==> config.mk <==
export PLATFORM = sky130hd
export DESIGN_NAME = imul_unit
export DESIGN_NICKNAME = d
export VERILOG_FILES = /design/src/rtl/imul_unit.sv
export SDC_FILE = /design/constraint.sdc
export NUM_CORES = 1
export LEC_CHECK = 0
export ABC_CLOCK_PERIOD_IN_PS = 3350
export CAP_MARGIN = 20
export CORE_MARGIN = 2
export CORE_UTILIZATION = 55
export CTS_CLUSTER_DIAMETER = 120
export CTS_CLUSTER_SIZE = 30
export DETAILED_ROUTE_END_ITERATION = 7
export PLACE_DENSITY = 0.77
export SLEW_MARGIN = 10
export SYNTH_ARGS = -nofsm -noshare
export SYNTH_HDL_FRONTEND = slang
export SYNTH_SLANG_ARGS = --single-unit
==> constraint.sdc <==
create_clock -name clk -period 3.35 [get_ports clk]
set_clock_uncertainty 0.15 [all_clocks]
set_input_delay 0.5025 -clock clk [delete_from_list [all_inputs] [get_ports clk]]
set_output_delay 0.5025 -clock clk [all_outputs]
set_load 0.1 [all_outputs]
==> src/rtl/imul_unit.sv <==
// Iterative shift-add multiplier for the TinyRV1 execute stage.
// Returns the low nbits of in0*in1 over a val/rdy handshake, one product bit per cycle.
module imul_unit #(
  parameter int unsigned nbits = 32
) (
  input  logic             clk,
  input  logic             rst,
  input  logic             istream_val,
  output logic             istream_rdy,
  input  logic [nbits-1:0] in0,
  input  logic [nbits-1:0] in1,
  output logic             ostream_val,
  input  logic             ostream_rdy,
  output logic [nbits-1:0] out
);

  localparam int unsigned cw = $clog2(nbits) + 1;

  typedef enum logic [1:0] {
    IDLE = 2'd0,
    CALC = 2'd1,
    DONE = 2'd2
  } state_t;

  state_t           state;
  state_t           state_nxt;
  logic [nbits-1:0] a;
  logic [nbits-1:0] a_nxt;
  logic [nbits-1:0] b;
  logic [nbits-1:0] b_nxt;
  logic [nbits-1:0] result;
  logic [nbits-1:0] result_nxt;
  logic [cw-1:0]    count;
  logic [cw-1:0]    count_nxt;
  logic             irdy_q;
  logic             oval_q;
  logic             irdy_nxt;
  logic             oval_nxt;

  // State, datapath and handshake flags; handshake flags track the state they decode from.
  always_ff @(posedge clk or negedge rst) begin
    if (!rst) begin
      state  <= IDLE;
      a      <= '0;
      b      <= '0;
      result <= '0;
      count  <= '0;
      irdy_q <= 1'b1;
      oval_q <= 1'b0;
    end else begin
      state  <= state_nxt;
      a      <= a_nxt;
      b      <= b_nxt;
      result <= result_nxt;
      count  <= count_nxt;
      irdy_q <= irdy_nxt;
      oval_q <= oval_nxt;
    end
  end

  // Next-state and datapath update; inputs are only looked at in the state that uses them.
  always_comb begin
    state_nxt  = state;
    a_nxt      = a;
    b_nxt      = b;
    result_nxt = result;
    count_nxt  = count;

    case (state)
      IDLE: begin
        if (istream_val) begin
          a_nxt      = in0;
          b_nxt      = in1;
          result_nxt = '0;
          count_nxt  = '0;
          state_nxt  = CALC;
        end
      end

      CALC: begin
        if (b[0]) begin
          result_nxt = result + a;
        end
        a_nxt     = a << 1;
        b_nxt     = b >> 1;
        count_nxt = count + cw'(1);
        if (count == cw'(nbits - 1)) begin
          state_nxt = DONE;
        end
      end

      DONE: begin
        if (ostream_rdy) begin
          state_nxt = IDLE;
        end
      end

      default: begin
        state_nxt = IDLE;
      end
    endcase

    irdy_nxt = (state_nxt == IDLE);
    oval_nxt = (state_nxt == DONE);
  end

  assign istream_rdy = irdy_q;
  assign ostream_val = oval_q;
  assign out         = result;

endmodule

==> results.toml, run 1 <==
[pwr]
power_density_nw_per_um2 = 885
vdd_drop_max_mv = 0.678
leakagePower_nw = 3.46

[sta]
setup-violations-final = 0
whs_ns = -0.0140
worst_max_slew_margin_expressed_relative_to_the_limit_pct = 47.2
achievable-frequency_mhz = 319
timing_hold_violations_final = 7
fin_crit_sh_pct = 93.5
setup-tns-final_ns = 0
slew_limit_fails = 0
pin_slew_with_the_least_headroom_to_its_limit_ns = 0.792
final_period_minus_worst_setup_slack_ns = 3.13
rsz0062_at_grt = "no"

[clock_network]
cts_buffer_depth = 2
cts.reportedPaths.clkPinSlew_ns = 0.08
cts-htree-levels = 3
clk-insertion-delay-late_ns = 0.35
clk_root_buffer_cell = "sky130_fd_sc_hd__clkbuf_16"
clock-sinks = 106
cts_inserted_buffers = 9
cts_tree = "built"

[worst_setup_path]
worst-setup-path-type = "flip-flop to flip-flop"
crit-reg2reg-launch = "a[0]$_DFFE_PN0P_"
worst_ep_arrival_time_ns = 3.21
critPathLaunch = "a[0]$_DFFE_PN0P_"
end_kind = "flip-flop"
worst-endpoint-required_ns = 3.42
start_kind = "flip-flop"
max_fanout_on_critical_path = 3

[drt]
route.vias.total = 5737
drt_iter0_drc = 373
drtAntennaViolNets = 0
post_drt_wl_per_cell_um = 17.2
number_of_iterations_in_the_first_detailed_routing_pass = 5
detail_route.vias_per_cell = 6.07
routed_wl_mm = 16.2
drt_drc_violations_left = 0

[finish]
stdcell_count = 945
final_nets = 898
n_fill_cell = 960
fraction_of_layout_cells_with_a_size_suffix_above_1_pct = 9.98
multi_input_comb_area_um2 = 3600
area_growth_syn_to_layout_pct = 20.5
seq_area_um2 = 2660
n_antenna_cell = 0

[hold_path]
worst_min_delay_path_category = "input port to asynchronous set/reset pin"

[placed_design]
placement.io_buffers = 101
place_hpwl_mm = 11.2
routability_congestion_estimate = 0.896
place.detailed.instances = 927

[floorplan]
initial_core_util_pct = 56.4
die_height_um = 112
dieArea_um2 = 12600
core_region_area_um2 = 11500
io-pin-count = 102
die_width_um = 112
rows = 39

[logic_synthesis]
synth_top_cell_area_share_pct = 40.6
yosys.cell_types.count = 56
synth_seq_area_share_pct = 41.0
synth_area_leaders = "sky130_fd_sc_hd__dfrtp_1 41%, sky130_fd_sc_hd__o21ai_0 7.5%, sky130_fd_sc_hd__a22oi_1 7.1%"
yosys.cell_count.top_type = "sky130_fd_sc_hd__dfrtp_1"
synth_seq_cells = 106
synthFlopType = "sky130_fd_sc_hd__dfrtp_1"
synth.cells.most_frequent = "105 x sky130_fd_sc_hd__dfrtp_1, 97 x sky130_fd_sc_hd__o21ai_0, 85 x sky130_fd_sc_hd__a21oi_1"
synth_cells = 725
ys_async_sr_fraction_pct = 100
number_of_synthesized_flops_with_an_enable_pin = 0
syn-num-nets = 826
syn_avg_cell_area_um2 = 8.92
synthesis.area_um2 = 6470
warnings_from_yosys = 0
synth_top_area_cell = "sky130_fd_sc_hd__dfrtp_1"

[global_route]
first_global_vias = 5759
grt_antenna_before_repair = 0
grt_first_pass_wirelength_mm = 27.9
grt_usage_pct = 26.7
grt_start_max_net_pins = 73
grt_overflow = 0

[outcome]
violations_in_the_final_reports = "hold timing"
status = "finished, violations left"

[job]
drv_cap = 0
## through the flow
stage | area [um2] | power [mW] | worst slack, ns | hold slack (ns) | utilization, %
CTS | 7770 | 6.92 | 0.150 | 0.0111 | 67.8
floorplan | 6470 | 4.92 | 0.0669 | 0.0569 | -
detailed placement | 7480 | 5.83 | 0.188 | 0.338 | 65.2
finish | 7790 | 6.90 | 0.218 | -0.0140 | 68.0
global route | 7790 | 7.38 | 0.0336 | 0.0274 | 68.0
global placement | 7480 | 5.72 | 0.323 | 0.320 | 65.2
## registers in the layout, summed over array words and instances (netlist names)
name         cells
a               32
b               32
out             32
count            6
state            2
istream_rdy      1
ostream_val      1
## routing by layer
metal / track usage [%] / vias up / part of all wire [%]
met3: 4.10 / 16 / 5.3
met5: 0 / - / 0
met2: 45.4 / 167 / 50
li1: - / 2772 / -
met4: 7.89 / 0 / 1.2
met1: 35.6 / 2782 / 44
## power breakdown
part | internal (mW) | switching, mW
registers | 1.72 | 0.456
clock network | 0.583 | 0.490
logic | 1.21 | 2.44
## cell families after synthesis
| kind of cell | share of synthesized area (%) |
|---|---|
| compound gates | 30.7 |
| simple gates | 14.0 |
| flops | 41.0 |
| buf+inv | 3.62 |
| fa+ha+maj | 6.50 |
| xor+xnor | 3.66 |
| mux | 0.464 |
## worst paths after layout
path,endpoint,slack [ns],cells after the start
max,out[28]$_DFFE_PN0P_,0.22,13
min,a[26]$_DFFE_PN0P_,-0.01,1
max reg2reg,out[28]$_DFFE_PN0P_,0.22,13
min reg2reg,count[5]$_DFFE_PN0P_,0.35,1
max in group asynchronous,istream_rdy$_DFF_PN1_,2.28,2
min in group clk,count[5]$_DFFE_PN0P_,0.35,1
## critical path: stages (launching register included)
cell and delay (ns):
sky130_fd_sc_hd__dfrtp_1 0.38, sky130_fd_sc_hd__ha_1 0.18, sky130_fd_sc_hd__inv_1 0.06, sky130_fd_sc_hd__fa_1 0.39, sky130_fd_sc_hd__and2b_1 0.23, sky130_fd_sc_hd__o21a_2 0.14, sky130_fd_sc_hd__o21ai_2 0.07, sky130_fd_sc_hd__a2111o_1 0.44
sky130_fd_sc_hd__a211oi_2 0.21, sky130_fd_sc_hd__a211oi_1 0.08, sky130_fd_sc_hd__o21ba_2 0.22, sky130_fd_sc_hd__o21ai_1 0.15, sky130_fd_sc_hd__mux2i_1 0.20, sky130_fd_sc_hd__o211ai_1 0.11
## layout make-up
| cell class | count | area share, % |
|---|---|---|
| sequential | 106 | 34.1 |
| clock inverter | 6 | 0.867 |
| inverter | 13 | 0.626 |
| timing repair buffer | 110 | 13.0 |
| clock buffer | 10 | 2.94 |
| tap | 143 | 2.30 |
| multi-input combinational | 557 | 46.2 |
## cell usage in the layout, fill, tap and decap left out, types with 2 or more instances in the layout
| master | instances |
|---|---|
| sky130_fd_sc_hd__a221o_1 | 2 |
| sky130_fd_sc_hd__nor2b_1 | 64 |
| sky130_fd_sc_hd__nor3b_1 | 3 |
| sky130_fd_sc_hd__buf_12 | 2 |
| sky130_fd_sc_hd__a32o_1 | 3 |
| sky130_fd_sc_hd__dfrtp_2 | 4 |
| sky130_fd_sc_hd__xnor2_1 | 14 |
| sky130_fd_sc_hd__o21bai_1 | 7 |
| sky130_fd_sc_hd__clkinvlp_4 | 2 |
| sky130_fd_sc_hd__and2b_1 | 2 |
| sky130_fd_sc_hd__inv_1 | 13 |
| sky130_fd_sc_hd__a21o_1 | 22 |
| sky130_fd_sc_hd__nand3_1 | 11 |
| sky130_fd_sc_hd__clkbuf_16 | 9 |
| sky130_fd_sc_hd__a31oi_1 | 5 |
| sky130_fd_sc_hd__o211ai_1 | 2 |
| sky130_fd_sc_hd__o21ai_1 | 7 |
| sky130_fd_sc_hd__o21ai_0 | 97 |
| sky130_fd_sc_hd__o21a_2 | 2 |
| sky130_fd_sc_hd__a21oi_1 | 85 |
| sky130_fd_sc_hd__o31ai_1 | 2 |
| sky130_fd_sc_hd__ha_1 | 32 |
| sky130_fd_sc_hd__mux2i_1 | 3 |
| sky130_fd_sc_hd__a22oi_1 | 61 |
| sky130_fd_sc_hd__o21ai_2 | 2 |
| sky130_fd_sc_hd__nor2_1 | 21 |
| sky130_fd_sc_hd__a21boi_0 | 2 |
| sky130_fd_sc_hd__nand4_1 | 5 |
| sky130_fd_sc_hd__o21a_1 | 4 |
| sky130_fd_sc_hd__buf_4 | 42 |
| sky130_fd_sc_hd__nand2_1 | 49 |
| sky130_fd_sc_hd__nand2b_1 | 5 |
| sky130_fd_sc_hd__nor2b_4 | 2 |
| sky130_fd_sc_hd__xor2_1 | 13 |
| sky130_fd_sc_hd__a22o_1 | 4 |
| sky130_fd_sc_hd__clkdlybuf4s50_1 | 65 |
| sky130_fd_sc_hd__a21oi_2 | 2 |
| sky130_fd_sc_hd__dfrtp_1 | 101 |
| sky130_fd_sc_hd__a211oi_2 | 2 |
| sky130_fd_sc_hd__a211oi_1 | 3 |
## timing repair
action                     in CTS  in global routing
hold buffers                    0                  0
setup endpoints to repair       0                  1
gates resized for setup         0                  1
setup buffers                   0                  2
No activity file was read; power rests on OpenSTA's default activity.
==> inputs of run 2 (changes only) <==
--- a/config.mk
+++ b/config.mk
@@ -8,11 +8,12 @@
 export ABC_CLOCK_PERIOD_IN_PS = 3350
 export CAP_MARGIN = 20
 export CORE_MARGIN = 2
-export CORE_UTILIZATION = 55
+export CORE_UTILIZATION = 64
 export CTS_CLUSTER_DIAMETER = 120
 export CTS_CLUSTER_SIZE = 30
 export DETAILED_ROUTE_END_ITERATION = 7
-export PLACE_DENSITY = 0.77
+export DONT_BUFFER_PORTS = 1
+export PLACE_DENSITY = 0.76
 export SLEW_MARGIN = 10
 export SYNTH_ARGS = -nofsm -noshare
 export SYNTH_HDL_FRONTEND = slang
==> results.toml, run 2 (synthesis gave the netlist of run 1 again) <==
[worst_setup_path]
timing.critical_path.buf_inv = 1
rr_endpoint = "out[28]$_DFFE_PN0P_"
critPathSlowestCell = "sky130_fd_sc_hd__a2111o_1"
crit_path_max_incr_delay_ns = 0.49
worst-endpoint-required_ns = 3.46
path_cells = "ha_2, inv_1, fa_2, and2b_1, o21a_2, o21ai_2, a2111o_1, a211oi_2, a211oi_1, o21ba_2, o21ai_2, mux2i_1, o211ai_1"
ff2ff_setup_slack_ns = 0.16
worst_ep_arrival_time_ns = 3.30
worst-setup-path-type = "flip-flop to flip-flop"
critPathMostFrequentCell = "sky130_fd_sc_hd__o21ai_2"
end_kind = "flip-flop"
start_kind = "flip-flop"
crit-reg2reg-launch = "a[0]$_DFFE_PN0P_"
ff2ff_path_depth = 13
crit_family = "compound AO/OA/AOI/OAI gates"
max_fanout_on_critical_path = 4

[hold_path]
holdPathStages = 2
worst_min_delay_path_category = "input port to flip-flop"
hold_path_startpoint = "in0[6]"
hold_path_end = "a[6]$_DFFE_PN0P_"

[finish]
postLayoutCoreUtil_pct = 71.9
final_nets = 829
area_growth_syn_to_layout_pct = 8.63
n_antenna_cell = 0
final_common_cell = "sky130_fd_sc_hd__dfrtp_1"
final_cell_mix = "101 x sky130_fd_sc_hd__dfrtp_1, 97 x sky130_fd_sc_hd__o21ai_0, 85 x sky130_fd_sc_hd__a21oi_1"
n_fill_cell = 768
seq_area_um2 = 2660
fraction_of_layout_cells_with_a_size_suffix_above_1_pct = 10.8
multi_input_comb_area_um2 = 3610

[clock_network]
cts-htree-levels = 3
cts_inserted_buffers = 9
cts_buffer_depth = 2
clk_root_buffer_cell = "sky130_fd_sc_hd__clkbuf_8"
cts_tree = "built"
clk-insertion-delay-late_ns = 0.40
cts.reportedPaths.clkPinSlew_ns = 0.10
clock-sinks = 106

[global_route]
grt_start_max_net_pins = 107
grt_first_pass_wirelength_mm = 26.4
first_global_vias = 5512
grt_overflow = 0
grt_usage_pct = 29.8
grt_antenna_before_repair = 0

[sta]
pin_slew_with_the_least_headroom_to_its_limit_ns = 1.00
worst_max_slew_margin_expressed_relative_to_the_limit_pct = 33.1
final_period_minus_worst_setup_slack_ns = 3.19
timing_hold_violations_final = 0
final_critical_path_setup_slack_ns = 0.163
rsz0062_at_grt = "yes"
setup-violations-final = 0
whs_ns = 0.146
slew_limit_fails = 0
fin_crit_sh_pct = 95.1
achievable-frequency_mhz = 314

[pwr]
power_density_nw_per_um2 = 938
switching_fraction_pct = 50.8
internal_power_mw = 3.24
combinational_cell_fraction_of_total_power_pct = 54.2
vdd_drop_max_mv = 0.634
pwr-share-seq_pct = 32.9
pwr-share-clk_pct = 12.9
power.switching_mw = 3.35
leakagePower_nw = 3.15

[drt]
post_drt_wl_per_cell_um = 18.1
drt_drc_violations_left = 0
drt_iter0_drc = 361
routed_wl_mm = 15.7
route.vias.total = 5422
drtAntennaViolNets = 0
number_of_iterations_in_the_first_detailed_routing_pass = 5
detail_route.vias_per_cell = 6.26

[job]
drv_cap = 0

[floorplan]
rows = 36
io-pin-count = 102
die_height_um = 105
initial_core_util_pct = 66.2
core_region_area_um2 = 9770
dieArea_um2 = 10900
die_width_um = 105

[placed_design]
routability_congestion_estimate = 0.879
place_hpwl_mm = 10.4
pre_cts_slack_ns = 0.139
placement.io_buffers = 0

[outcome]
status = "finished clean"
[run 2: final cells by class]
cell class	count	share of cell area, %
well taps	133	2.37
clock inverters	5	0.873
clock buffers	11	2.15
inverters	13	0.694
repair buffers	41	4.70
flip-flops and latches	106	37.8
multi-input cells	557	51.4
[run 2: power by group through the flow]
stage / clock [mW] / combinational [mW] / sequential (mW)
after floorplan: 0 / 1.81 / 3.11
after global placement: 0 / 3.43 / 2.16
after detailed placement: 0 / 3.52 / 2.18
after CTS: 0.861 / 3.57 / 2.16
after global routing: 0.914 / 3.89 / 2.23
final: 0.853 / 3.57 / 2.17
[run 2: worst register-to-register path, cell delays in order, from the launching register on]
cell,delay (ns)
sky130_fd_sc_hd__dfrtp_1,0.40
sky130_fd_sc_hd__ha_2,0.20
sky130_fd_sc_hd__inv_1,0.05
sky130_fd_sc_hd__fa_2,0.32
sky130_fd_sc_hd__and2b_1,0.22
sky130_fd_sc_hd__o21a_2,0.14
sky130_fd_sc_hd__o21ai_2,0.07
sky130_fd_sc_hd__a2111o_1,0.49
sky130_fd_sc_hd__a211oi_2,0.24
sky130_fd_sc_hd__a211oi_1,0.08
sky130_fd_sc_hd__o21ba_2,0.23
sky130_fd_sc_hd__o21ai_2,0.13
sky130_fd_sc_hd__mux2i_1,0.22
sky130_fd_sc_hd__o211ai_1,0.11
[run 2: layer usage]
layer | wire length, um | vias to the layer above | share of wire (%) | GRT usage, %
met3 | 1010 | 26 | 6.5 | 7.99
li1 | - | 2645 | - | -
met2 | 7500 | 157 | 48 | 48.9
met4 | 309 | 0 | 2.0 | 9.94
met5 | 0 | - | 0 | 0
met1 | 6870 | 2594 | 44 | 38.4
[run 2: how the worst max path moves through the flow]
stage          cells after the start                   to  slack, ns               start
6_report                          13  out[28]$_DFFE_PN0P_       0.16    a[0]$_DFFE_PN0P_
5_1_grt                           13  out[28]$_DFFE_PN0P_      -0.05    a[0]$_DFFE_PN0P_
4_1_cts                           13  out[28]$_DFFE_PN0P_       0.11    a[0]$_DFFE_PN0P_
3_5_place_dp                      13  out[28]$_DFFE_PN0P_       0.14    a[0]$_DFFE_PN0P_
3_3_place_gp                      13  out[28]$_DFFE_PN0P_       0.27    a[0]$_DFFE_PN0P_
2_1_floorplan                     13  out[28]$_DFFE_PN0P_       0.07  out[0]$_DFFE_PN0P_
[run 2: repair_timing]
| item | CTS | global route |
|---|---|---|
| setup endpoints to repair | 0 | 1 |
| buffers inserted | 0 | 2 |
| hold buffers | 2 | 0 |
| endpoints found under the hold margin | 106 | 0 |
| gates resized for setup | 0 | 4 |
[run 2: stage by stage]
step / total power [mW] / std cells / area, um2 / TNS [ns]
floorplan: 4.92 / 725 / 6470 / 0
global placement: 5.58 / 846 / 6750 / 0
finish: 6.59 / 866 / 7030 / 0
CTS: 6.59 / 864 / 7000 / 0
global route: 7.03 / 866 / 7030 / -0.0517
detailed placement: 5.70 / 846 / 6750 / 0
==> RTL change 1: new RTL, config.mk and constraints of run 1 <==
Make the reset (`rst`) synchronous in one clocked block.
--- a/src/rtl/imul_unit.sv
+++ b/src/rtl/imul_unit.sv
@@ -38,7 +38,7 @@
   logic             oval_nxt;
 
   // State, datapath and handshake flags; handshake flags track the state they decode from.
-  always_ff @(posedge clk or negedge rst) begin
+  always_ff @(posedge clk) begin
     if (!rst) begin
       state  <= IDLE;
       a      <= '0;
Function: differs if rst is asserted again (counterexample within 4 cycles, from zero or initial values and one cycle with rst low); with rst held inactive, the same outputs for 4 cycles.
==> RTL change 1 against run 1 <==
Wire length down 9.5%; die area shrank 12%; critical path depth down 1; global-route usage about the same; final cell count decreased by 6.5%; worst setup slack improved by 150 ps; hold slack better by 350 ps; design area decreased by 13%; sequential cell count unchanged; area after synthesis fell by 12%.
Power is not compared: it rests on default switching activity, and its combinational part moved more than twofold at a synthesized area within 25%.
==> RTL change 1: results <==
{
  "hold_class": "flop to flop",
  "ys.warnings.count": 0,
  "gp_routability_congestion": 0.9317,
  "synthArstFlopShare_pct": 0,
  "cts.htree.levels": 3,
  "slowest_stage": "fa_1",
  "holdWs_ps": 333.7,
  "nets": 844,
  "grt_pass1_wl_mm": 24.36,
  "grt_pass1_vias": 5081,
  "synth_common_cells": "106 x dfxtp_1, 82 x a21oi_1, 79 x o21ai_0",
  "drt_iter0_drc": 310,
  "vias": 5338,
  "reg2regPathDepth": 12,
  "ff2ff_setup_slack_ps": 370,
  "track_usage_pct": 26.71,
  "r2r_end": "out[24]",
  "ys_types": 58,
  "insertion_delay_ps": 380,
  "cp_max_fo": 4,
  "firstDrtPassIters": 5,
  "critical-path-max-stage-delay_ps": 420,
  "arrival_ps": 3080,
  "slew_headroom_pct": 35.88,
  "syn_area_per_cell_um2": 8.455,
  "clk_pin_slew_ps": 100,
  "cts_resized": 0,
  "wl_mm": 14.68,
  "status": "complete, no violations",
  "crit_start": "a[0]",
  "cts_root_buffer": "clkbuf_8",
  "dpl.hpwl_mm": 10.05,
  "synthTopCellsByArea": "dfxtp_1 37%, a21oi_1 7.2%, ha_1 7.0%",
  "drive_above_1_share_pct": 10.16,
  "grt_max_degree": 67,
  "synth_seq_area_share_pct": 37.35,
  "syn-num-nets": 773,
  "viasPerCell": 6.038,
  "place_inst": 868
}
[RTL change 1: changes by cell type after synthesis, moves of 18 or more]
cell,delta
dfxtp_1,+106
dfrtp_1,-105
o21ai_0,-18
nor2b_1,-40
a22oi_1,-45
o22ai_1,+61
[RTL change 1: metrics by stage]
stage | setup slack (ps) | cell area [um^2]
finish | 371.6 | 6785
floorplan | 46.92 | 5683
CTS | 371.0 | 6785
detailed placement | 423.9 | 6605
global route | 120.6 | 6785
global placement | 575.3 | 6605
[RTL change 1: worst min path at each step]
| stage | startpoint | end | cells after the start |
|---|---|---|---|
| 2_1_floorplan | count[5] | count[5] | 2 |
| 3_3_place_gp | out[19] | out[19] | 2 |
| 3_5_place_dp | out[27] | out[27] | 2 |
| 4_1_cts | out[19] | out[19] | 2 |
| 5_1_grt | out[20] | out[20] | 2 |
| 6_report | out[19] | out[19] | 2 |
[RTL change 1: cell families (layout without fill, tap and decap cells)]
family / Yosys count / in the layout / synth area share [%]
AOI/OAI and AO/OA: 319 / 319 / 34.18
and+or+nand+nor: 127 / 127 / 11.52
DFF: 106 / 106 / 37.35
buffers and inverters: 59 / 135 / 5.197
adders and majority gates: 33 / 33 / 7.399
xor gates and xnor gates: 26 / 26 / 4.008
muxes: 2 / 2 / 0.3524
[RTL change 1: metal layers]
layer  global-route usage, %  part of all wire (%)  routed length (um)  up-vias
met2                   43.09                    47                6827      147
met3                   5.504                   5.3                 779       22
li1                        -                     -                   -     2638
met1                   36.51                    47                6859     2531
met4                   7.049                   1.4                 211        0
met5                       0                     0                   0        -
[RTL change 1: layout make-up]
class / count / area (um^2)
timing repair buffer: 110 / 1003
clock buffer: 11 / 151.4
tap: 136 / 170.2
sequential: 106 / 2123
clock inverter: 5 / 28.78
fill: 900 / 3400
multi-input combinational: 507 / 3274
inverter: 9 / 33.78
==> RTL change 2: new RTL, config.mk and constraints of run 1 <==
Without the edit above. `nbits`: 32 -> 16.
--- a/src/rtl/imul_unit.sv
+++ b/src/rtl/imul_unit.sv
@@ -1,7 +1,7 @@
 // Iterative shift-add multiplier for the TinyRV1 execute stage.
 // Returns the low nbits of in0*in1 over a val/rdy handshake, one product bit per cycle.
 module imul_unit #(
-  parameter int unsigned nbits = 32
+  parameter int unsigned nbits = 16
 ) (
   input  logic             clk,
   input  logic             rst,
Interface: changed (resized in0, in1 and out); port bits go from 102 to 54. No check against the original RTL was run, so the function may have changed too.
==> RTL change 2 against run 1 <==
Hold slack better by 360 ps; sequential share of layout area up 0.52 points; via count down 47%; sequential cell count down 49; design area down 47%; global-route usage down 0.45 points; clock power down 45%; critical path depth down 4; worst setup slack better by 550 ps; wire length down 49%; combinational power down 44%; area after synthesis down 48%; total power down 44%.
==> RTL change 2: results <==
{
  "reg2regPathDepth": 9,
  "grt_pass1_vias": 2802,
  "nets": 474,
  "dpl.hpwl_mm": 5.634,
  "worstMarginPinSlew_ps": 960.5,
  "syn-num-nets": 424,
  "endpoint": "out[8]",
  "drive_above_1_share_pct": 11.29,
  "insertion_delay_ps": 330,
  "hold_class": "flop to flop",
  "critical-path-max-stage-delay_ps": 400,
  "wl_met1_mm": 3.807,
  "ys_types": 46,
  "synth_common_cells": "56 x dfrtp_1, 49 x o21ai_0, 45 x a21oi_1",
  "area_delta_synth_final_pct": 21.72,
  "wl_per_cell_um": 16.56,
  "p_leak_nw": 1.755,
  "period_needed_ps": 2583,
  "port_buffers": 53,
  "grt_util_met2_pct": 40.97,
  "fin_cells": 500,
  "place_inst": 483,
  "dp_slack_ps": 789.6,
  "status": "complete, no violations",
  "wl_met2_mm": 3.915,
  "cp_max_fo": 4,
  "cts_hold_buffers": 1,
  "firstDrtPassIters": 4,
  "gp_routability_congestion": 0.9219,
  "slowest_stage": "dfrtp_1",
  "synth_seq_area_share_pct": 42.15,
  "wl_met3_um": 474,
  "arrival_ps": 2640,
  "holdWs_ps": 350.3,
  "ff2ff_setup_slack_ps": 770,
  "synthTopCellsByArea": "dfrtp_1 41%, o21ai_0 7.2%, a21oi_1 6.6%"
}
RTL change 2: layout make-up:
class | instances | area share (%)
sequential | 57 | 34.63
inverter | 8 | 0.7284
clock buffer | 14 | 3.945
tap | 75 | 2.276
timing repair buffer | 61 | 13.23
multi-input combinational | 283 | 44.89
clock inverter | 2 | 0.3035
RTL change 2: kinds of logic (layout without fill, tap and decap cells):
family,Yosys count,count (layout),synth area share [%]
AO/OA/AOI/OAI,156,156,28.85
AND/OR/NAND/NOR,101,101,16.66
flip-flops,57,57,42.15
buffers and inverters,30,85,3.361
adder cells (fa/ha/maj),18,18,6.871
XOR/XNOR,7,7,1.810
multiplexers,1,1,0.2955
RTL change 2: report_power, final:
group	internal, mW	switching [mW]	total, mW	leakage (nW)
logic	0.694	1.35	2.05	0.932
registers	0.951	0.271	1.22	0.737
clock network	0.309	0.276	0.585	0.0867
total	1.95	1.90	3.85	1.75
